`config.mk`:
```
export PLATFORM = sky130hd
export DESIGN_NAME = dcache
export DESIGN_NICKNAME = d
export VERILOG_FILES = /design/src/rtl/dcache_pkg.sv /design/src/rtl/dcache_array.sv /design/src/rtl/dcache.sv
export SDC_FILE = /design/constraint.sdc
export NUM_CORES = 1
export LEC_CHECK = 0
export CAP_MARGIN = 20
export CORE_ASPECT_RATIO = 1.4
export CORE_MARGIN = 2
export CORE_UTILIZATION = 45
export CTS_BUF_LIST = sky130_fd_sc_hd__clkbuf_16
export DETAILED_ROUTE_END_ITERATION = 10
export GPL_TIMING_DRIVEN = 0
export SYNTH_ARGS = -nofsm -noshare
export SYNTH_HDL_FRONTEND = slang
export SYNTH_SLANG_ARGS = --single-unit
```
`constraint.sdc`:
```
create_clock -name CLOCK -period 5 [get_ports CLOCK]
set_input_delay 0.75 -clock CLOCK [delete_from_list [all_inputs] [get_ports CLOCK]]
set_output_delay 0.75 -clock CLOCK [all_outputs]
set_load 0.01 [all_outputs]
```
`src/rtl/dcache_pkg.sv`:
```
// rtl/dcache_pkg.sv - shared widths and FSM state encoding for the data cache
package dcache_pkg;

  localparam int TAG_W   = 3;
  localparam int IDX_W   = 3;
  localparam int OFF_W   = 2;
  localparam int BLOCK_W = 32;

  typedef enum logic [1:0] {
    IDLE   = 2'd0,
    WB     = 2'd1,
    FETCH  = 2'd2,
    UPDATE = 2'd3
  } state_t;

endpackage

```
`src/rtl/dcache_array.sv`:
```
// rtl/dcache_array.sv - valid/dirty/tag/data storage for the direct-mapped cache
// Ports:
//   clk, rst                 clock and asynchronous active-high reset (clears valid/dirty)
//   idx                      line index for both the read port and the write port
//   line_valid/dirty/tag/data combinational read of line idx
//   byte_we, byte_off, byte_data  store one byte into line idx and mark it dirty
//   fill_we, fill_tag, fill_data  load a whole block, set valid, clear dirty
module dcache_array
  import dcache_pkg::*;
#(
  parameter int NBLOCKS = 8
) (
  input  logic               clk,
  input  logic               rst,
  input  logic [IDX_W-1:0]   idx,
  output logic               line_valid,
  output logic               line_dirty,
  output logic [TAG_W-1:0]   line_tag,
  output logic [BLOCK_W-1:0] line_data,
  input  logic               byte_we,
  input  logic [OFF_W-1:0]   byte_off,
  input  logic [7:0]         byte_data,
  input  logic               fill_we,
  input  logic [TAG_W-1:0]   fill_tag,
  input  logic [BLOCK_W-1:0] fill_data
);

  logic [NBLOCKS-1:0] valid_q;
  logic [NBLOCKS-1:0] dirty_q;
  logic [TAG_W-1:0]   tag_q  [NBLOCKS];
  logic [BLOCK_W-1:0] data_q [NBLOCKS];

  assign line_valid = valid_q[idx];
  assign line_dirty = dirty_q[idx];
  assign line_tag   = tag_q[idx];
  assign line_data  = data_q[idx];

  always_ff @(posedge clk or posedge rst) begin
    if (rst) begin
      valid_q <= '0;
      dirty_q <= '0;
    end else if (fill_we) begin
      valid_q[idx] <= 1'b1;
      dirty_q[idx] <= 1'b0;
    end else if (byte_we) begin
      dirty_q[idx] <= 1'b1;
    end
  end

  // Tag and data contents need no reset; valid gates their use.
  always_ff @(posedge clk) begin
    if (fill_we) begin
      tag_q[idx]  <= fill_tag;
      data_q[idx] <= fill_data;
    end else if (byte_we) begin
      data_q[idx][{byte_off, 3'b000} +: 8] <= byte_data;
    end
  end

endmodule

```
`src/rtl/dcache.sv`:
```
// rtl/dcache.sv - direct-mapped write-back write-allocate data cache with CPU stall
// Ports:
//   CLOCK, RESET             clock and asynchronous active-high reset
//   READ, WRITE, ADDRESS     CPU request (held until BUSYWAIT low), byte address
//   WRITEDATA, READDATA      store byte in, load byte out
//   BUSYWAIT                 combinational stall to the CPU
//   MEM_READ, MEM_WRITE      block fetch / write-back requests
//   MEM_ADDRESS              block address {tag, index}
//   MEM_WRITEDATA            evicted block, MEM_READDATA fetched block
//   MEM_BUSYWAIT             memory busy
module dcache
  import dcache_pkg::*;
#(
  parameter int NBLOCKS = 8
) (
  input  logic               CLOCK,
  input  logic               RESET,
  input  logic               READ,
  input  logic               WRITE,
  input  logic [7:0]         ADDRESS,
  input  logic [7:0]         WRITEDATA,
  output logic [7:0]         READDATA,
  output logic               BUSYWAIT,
  output logic               MEM_READ,
  output logic               MEM_WRITE,
  output logic [5:0]         MEM_ADDRESS,
  output logic [BLOCK_W-1:0] MEM_WRITEDATA,
  input  logic [BLOCK_W-1:0] MEM_READDATA,
  input  logic               MEM_BUSYWAIT
);

  state_t state, state_next;
  logic   seen_busy;

  logic [TAG_W-1:0]   tag_in;
  logic [IDX_W-1:0]   idx;
  logic [OFF_W-1:0]   off;
  logic               line_valid, line_dirty;
  logic [TAG_W-1:0]   line_tag;
  logic [BLOCK_W-1:0] line_data;
  logic               req, hit, idle_hit, rd_hit, byte_we, fill_we, mem_done;
  logic [7:0]         sel_byte, readdata_q;

  assign tag_in = ADDRESS[7:5];
  assign idx    = ADDRESS[4:2];
  assign off    = ADDRESS[1:0];

  dcache_array #(.NBLOCKS(NBLOCKS)) u_array (
    .clk        (CLOCK),
    .rst        (RESET),
    .idx        (idx),
    .line_valid (line_valid),
    .line_dirty (line_dirty),
    .line_tag   (line_tag),
    .line_data  (line_data),
    .byte_we    (byte_we),
    .byte_off   (off),
    .byte_data  (WRITEDATA),
    .fill_we    (fill_we),
    .fill_tag   (tag_in),
    .fill_data  (MEM_READDATA)
  );

  assign req      = READ | WRITE;
  assign hit      = line_valid && (line_tag == tag_in);
  assign idle_hit = (state == IDLE) && hit;
  assign BUSYWAIT = req && !idle_hit;

  // A simultaneous READ and WRITE is a store, so it must not disturb READDATA.
  assign rd_hit   = READ && !WRITE && idle_hit;
  assign byte_we  = WRITE && idle_hit;
  assign fill_we  = (state == UPDATE);
  assign sel_byte = line_data[{off, 3'b000} +: 8];
  assign READDATA = rd_hit ? sel_byte : readdata_q;

  // Memory transfer is complete only once busy has been seen and then dropped.
  assign mem_done = seen_busy && !MEM_BUSYWAIT;

  always_comb begin
    state_next = state;
    case (state)
      IDLE:    if (req && !hit) state_next = line_dirty && line_valid ? WB : FETCH;
      WB:      if (mem_done) state_next = FETCH;
      FETCH:   if (mem_done) state_next = UPDATE;
      UPDATE:  state_next = IDLE;
      default: state_next = IDLE;
    endcase
  end

  always_comb begin
    MEM_READ      = 1'b0;
    MEM_WRITE     = 1'b0;
    MEM_ADDRESS   = '0;
    MEM_WRITEDATA = '0;
    case (state)
      WB: begin
        MEM_WRITE     = 1'b1;
        MEM_ADDRESS   = {line_tag, idx};
        MEM_WRITEDATA = line_data;
      end
      FETCH: begin
        MEM_READ    = 1'b1;
        MEM_ADDRESS = {tag_in, idx};
      end
      default: ;
    endcase
  end

  always_ff @(posedge CLOCK or posedge RESET) begin
    if (RESET) begin
      state      <= IDLE;
      seen_busy  <= 1'b0;
      readdata_q <= '0;
    end else begin
      state <= state_next;
      if (state_next != state)
        seen_busy <= 1'b0;
      else if (state == WB || state == FETCH)
        seen_busy <= seen_busy | MEM_BUSYWAIT;
      if (rd_hit)
        readdata_q <= sel_byte;
    end
  end

endmodule

```
==> results_dict.tcl <==
set metrics [dict create \
    status "completed" \
    firstDrtPassIters 5 \
    cp_max_fo 10 \
    ys.flop_type "edfxtp_1" \
    track_usage_pct 26.6 \
    critPathKind "in2out" \
    finalHoldViolCount 0 \
    cp-start-kind "input pin" \
    critPathTopFamily "buffers and inverters" \
    cp_common_cell "buf_2" \
    drc 0 \
    cts_tree "done" \
    place_congestion 0.875 \
    via_count 8666 \
    p_clk_share_pct 34.3 \
    rsz0062_at_grt "yes" \
    worstMarginPinSlew_ps 1150 \
    final_common_cell "edfxtp_1" \
    critPathBufInv 5 \
    p_total_mw 6.06 \
    syn2layout_area_growth_pct 19.1 \
    yosysTopAreaCellShare_pct 62.0 \
    avgSynthCellArea_sq_um 15.1 \
    wirelength_um 41800 \
    setup.worst_path.start "ADDRESS[4]" \
    synthesis.nets 964 \
    whs_ps 462 \
    worstSetupEndpointType "output port" \
    fmax_mhz 203 \
    clockBufferDepth 3 \
    drtIter0Drc 968 \
    syn-cell-area_sq_um 13600 \
    period_minus_slack_ps 4930 \
    dp_cells 1394 \
    setup_violations 0 \
    slowest_stage "clkdlybuf4s15_2" \
    cts-htree-levels 1 \
    worst_ir_drop_vdd_mv 0.247 \
    critPathMaxStageDelay_ps 590 \
    regArea_sq_um 9080 \
    start_util_pct 45.4 \
    cts_root_buf "clkbuf_16" \
    diodes 0 \
    overflow 0 \
    regToRegSetupSlack_ps 1560 \
    arrival_ps 4180 \
    ios 102 \
    die_h_um 209 \
    tns_ps 0 \
    clock_latency_ps 560 \
    drv_slew 0 \
    p_int_mw 4.51 \
    port_buffers 99 \
    fin_util_pct 54.1 \
    async_flop_share_pct 8.79 \
    ctsHoldBuffers 0 \
    fin_nets 1108 \
    ant_nets 0 \
    hpwl_um 29600 \
    leakagePower_nw 5.91 \
    cap_violations 0 \
    synth_top_area_cell "edfxtp_1" \
    max_slew_margin_pct 22.9 \
    synthDistinctLibCells 62 \
    synthTopCellsByArea "edfxtp_1 (62%), mux2i_1 (6.1%), dfrtp_1 (5.0%), mux4_2 (4.8%), nand2_1 (1.9%)" \
    grt_max_degree 22 \
    grt_pass1_vias 8568 \
    syn_inst 901 \
    timing.rr.start "u_array.tag_q[1][0]$_DFFE_PP_" \
    synth_edf_count 280 \
    clk_pin_slew_ps 70 \
    via_per_inst 5.97 \
    drive_gt1_share_pct 15.5 \
    skew_ps 10.3 \
    dieArea_sq_um 31600 \
    min_path_type "in2async" \
    synth-seq-cells 307 \
    grt_pass1_wl_um 58800 \
    antenna_found_initial 0 \
    yosysWarnings 0 \
    period_share_pct 98.6 \
    p_comb_share_pct 16.0 \
    num_rows 75 \
    cts_sinks 307 \
    cts_made_buffers 29 \
    swShare_pct 25.6 \
    final_cell_mix "edfxtp_1 (280), clkdlybuf4s50_1 (99), mux2i_1 (83), nand2_1 (68), inv_1 (59)" \
    instances_no_fill 1452 \
    core_area_sq_um 29800 \
    p_sw_mw 1.55 \
    wl_per_cell_um 28.8 \
    pwr-share-seq_pct 49.6 \
    crit_chain "buf_2 > buf_2 > buf_2 > clkdlybuf4s15_2 > mux4_2 > mux2i_1 > nand2_1 > nand3_1 > o21ai_0 > mux2_2 > clkdlybuf4s50_1" \
    crit_required_ps 4250 \
    yosysSeqAreaShare_pct 67.0 \
    fill_cells 2484 \
    cellPowerDensity_nw_per_um2 375 \
    multi_input_area_sq_um 4080 \
    fp.dieW_um 151 \
]
## worst register-to-register path, delay by kind of cell (launching register included)
family                 cells  cell delay (ps)
buffers and inverters      1              260
AND/OR/NAND/NOR            2              770
multiplexers               1              180
AO/OA/AOI/OAI              3             1490
flip-flops                 1              350
## metrics by stage
stage | instance area [sq um] | setup WS, ps
final | 16200 | 71.4
after global routing | 16200 | -53.6
after detailed placement | 15100 | -420
after global placement | 15000 | -598
after CTS | 16100 | 46.0
after floorplan | 13600 | 1540
## final cells by class
type	count	area share, %
timing repair buffer	113	7.05
clock inverter	24	0.937
inverter	53	1.23
sequential	307	56.2
multi-input combinational	493	25.3
tap	385	2.98
buffer	48	1.82
clock buffer	29	4.49
## Yosys cell counts, types with 2 or more instances
library cell	n
o221ai_1	2
edfxtp_1	280
nor3_1	3
nor2b_1	25
buf_1	3
o22ai_1	18
mux2_2	22
buf_6	7
a21bo_2	3
nand3_1	7
dfrtp_1	27
ha_1	10
a22o_1	5
a31oi_1	2
nand3_4	3
clkbuf_1	16
o22a_1	6
nand2b_1	10
a21boi_0	3
nor2_1	27
o21ai_0	14
nor3b_1	3
mux4_2	29
a221o_1	3
nand3b_1	6
o21a_1	2
inv_2	3
or3_1	2
inv_1	49
o31a_1	2
a22oi_1	18
and3_1	4
a21oi_1	39
mux2i_1	83
buf_2	21
nand2_1	68
or2_2	4
and2_1	19
a221oi_1	26
o21bai_1	2
a211o_1	2
o2bb2ai_1	3
## cells by family (layout without fill, tap and decap cells)
kind of cell,Yosys count,after routing,synth area share [%]
flip-flops,307,307,67.0
AND/OR/NAND/NOR,189,189,7.45
AO/OA/AOI/OAI,160,160,8.47
multiplexers,134,134,12.8
buffers and inverters,101,267,3.40
adder cells (fa/ha/maj),10,10,0.923
## timing repair
action                                  in CTS  in global routing
endpoints found under the setup margin       8                  8
hold endpoints to repair                     0                  0
resized for setup                           13                 14
buffers inserted                             0                  0
## registers in the layout (all words and copies together) (netlist names), named ones only
register and count:
u_array.data_q 256, state 2, seen_busy 1, readdata_q 8
u_array.valid_q 8, u_array.tag_q 24
## metal layers
layer,part of all wire [%],vias up,wire length (um),global-route usage [%]
li1,-,3748,-,-
met1,38,4421,16000,33.5
met2,50,400,20800,44.8
met3,6.8,97,2850,4.22
met4,5.1,0,2150,12.7
met5,0,-,0,0
## worst paths after layout
| kind | end | depth (start not counted) |
|---|---|---|
| worst max-delay path | READDATA[6] | 11 |
| worst min-delay path | readdata_q[1]$_DFF_PP0_ | 2 |
| worst max register to register | u_array.data_q[2][25]$_DFFE_PP_ | 7 |
| worst min register to register | u_array.valid_q[1]$_DFFE_PP0P_ | 1 |
| max in group asynchronous | u_array.valid_q[0]$_DFFE_PP0P_ | 3 |
| min in group CLOCK | u_array.valid_q[1]$_DFFE_PP0P_ | 1 |
## power groups by stage
stage / combinational, mW / clock [mW] / sequential [mW]
floorplan: 0.542 / 0 / 3.04
global placement: 0.933 / 0 / 3.05
detailed placement: 0.953 / 0 / 3.06
CTS: 0.963 / 2.09 / 3.01
global route: 1.03 / 2.18 / 3.02
finish: 0.972 / 2.08 / 3.01
No activity file was read; power rests on OpenSTA's default activity.
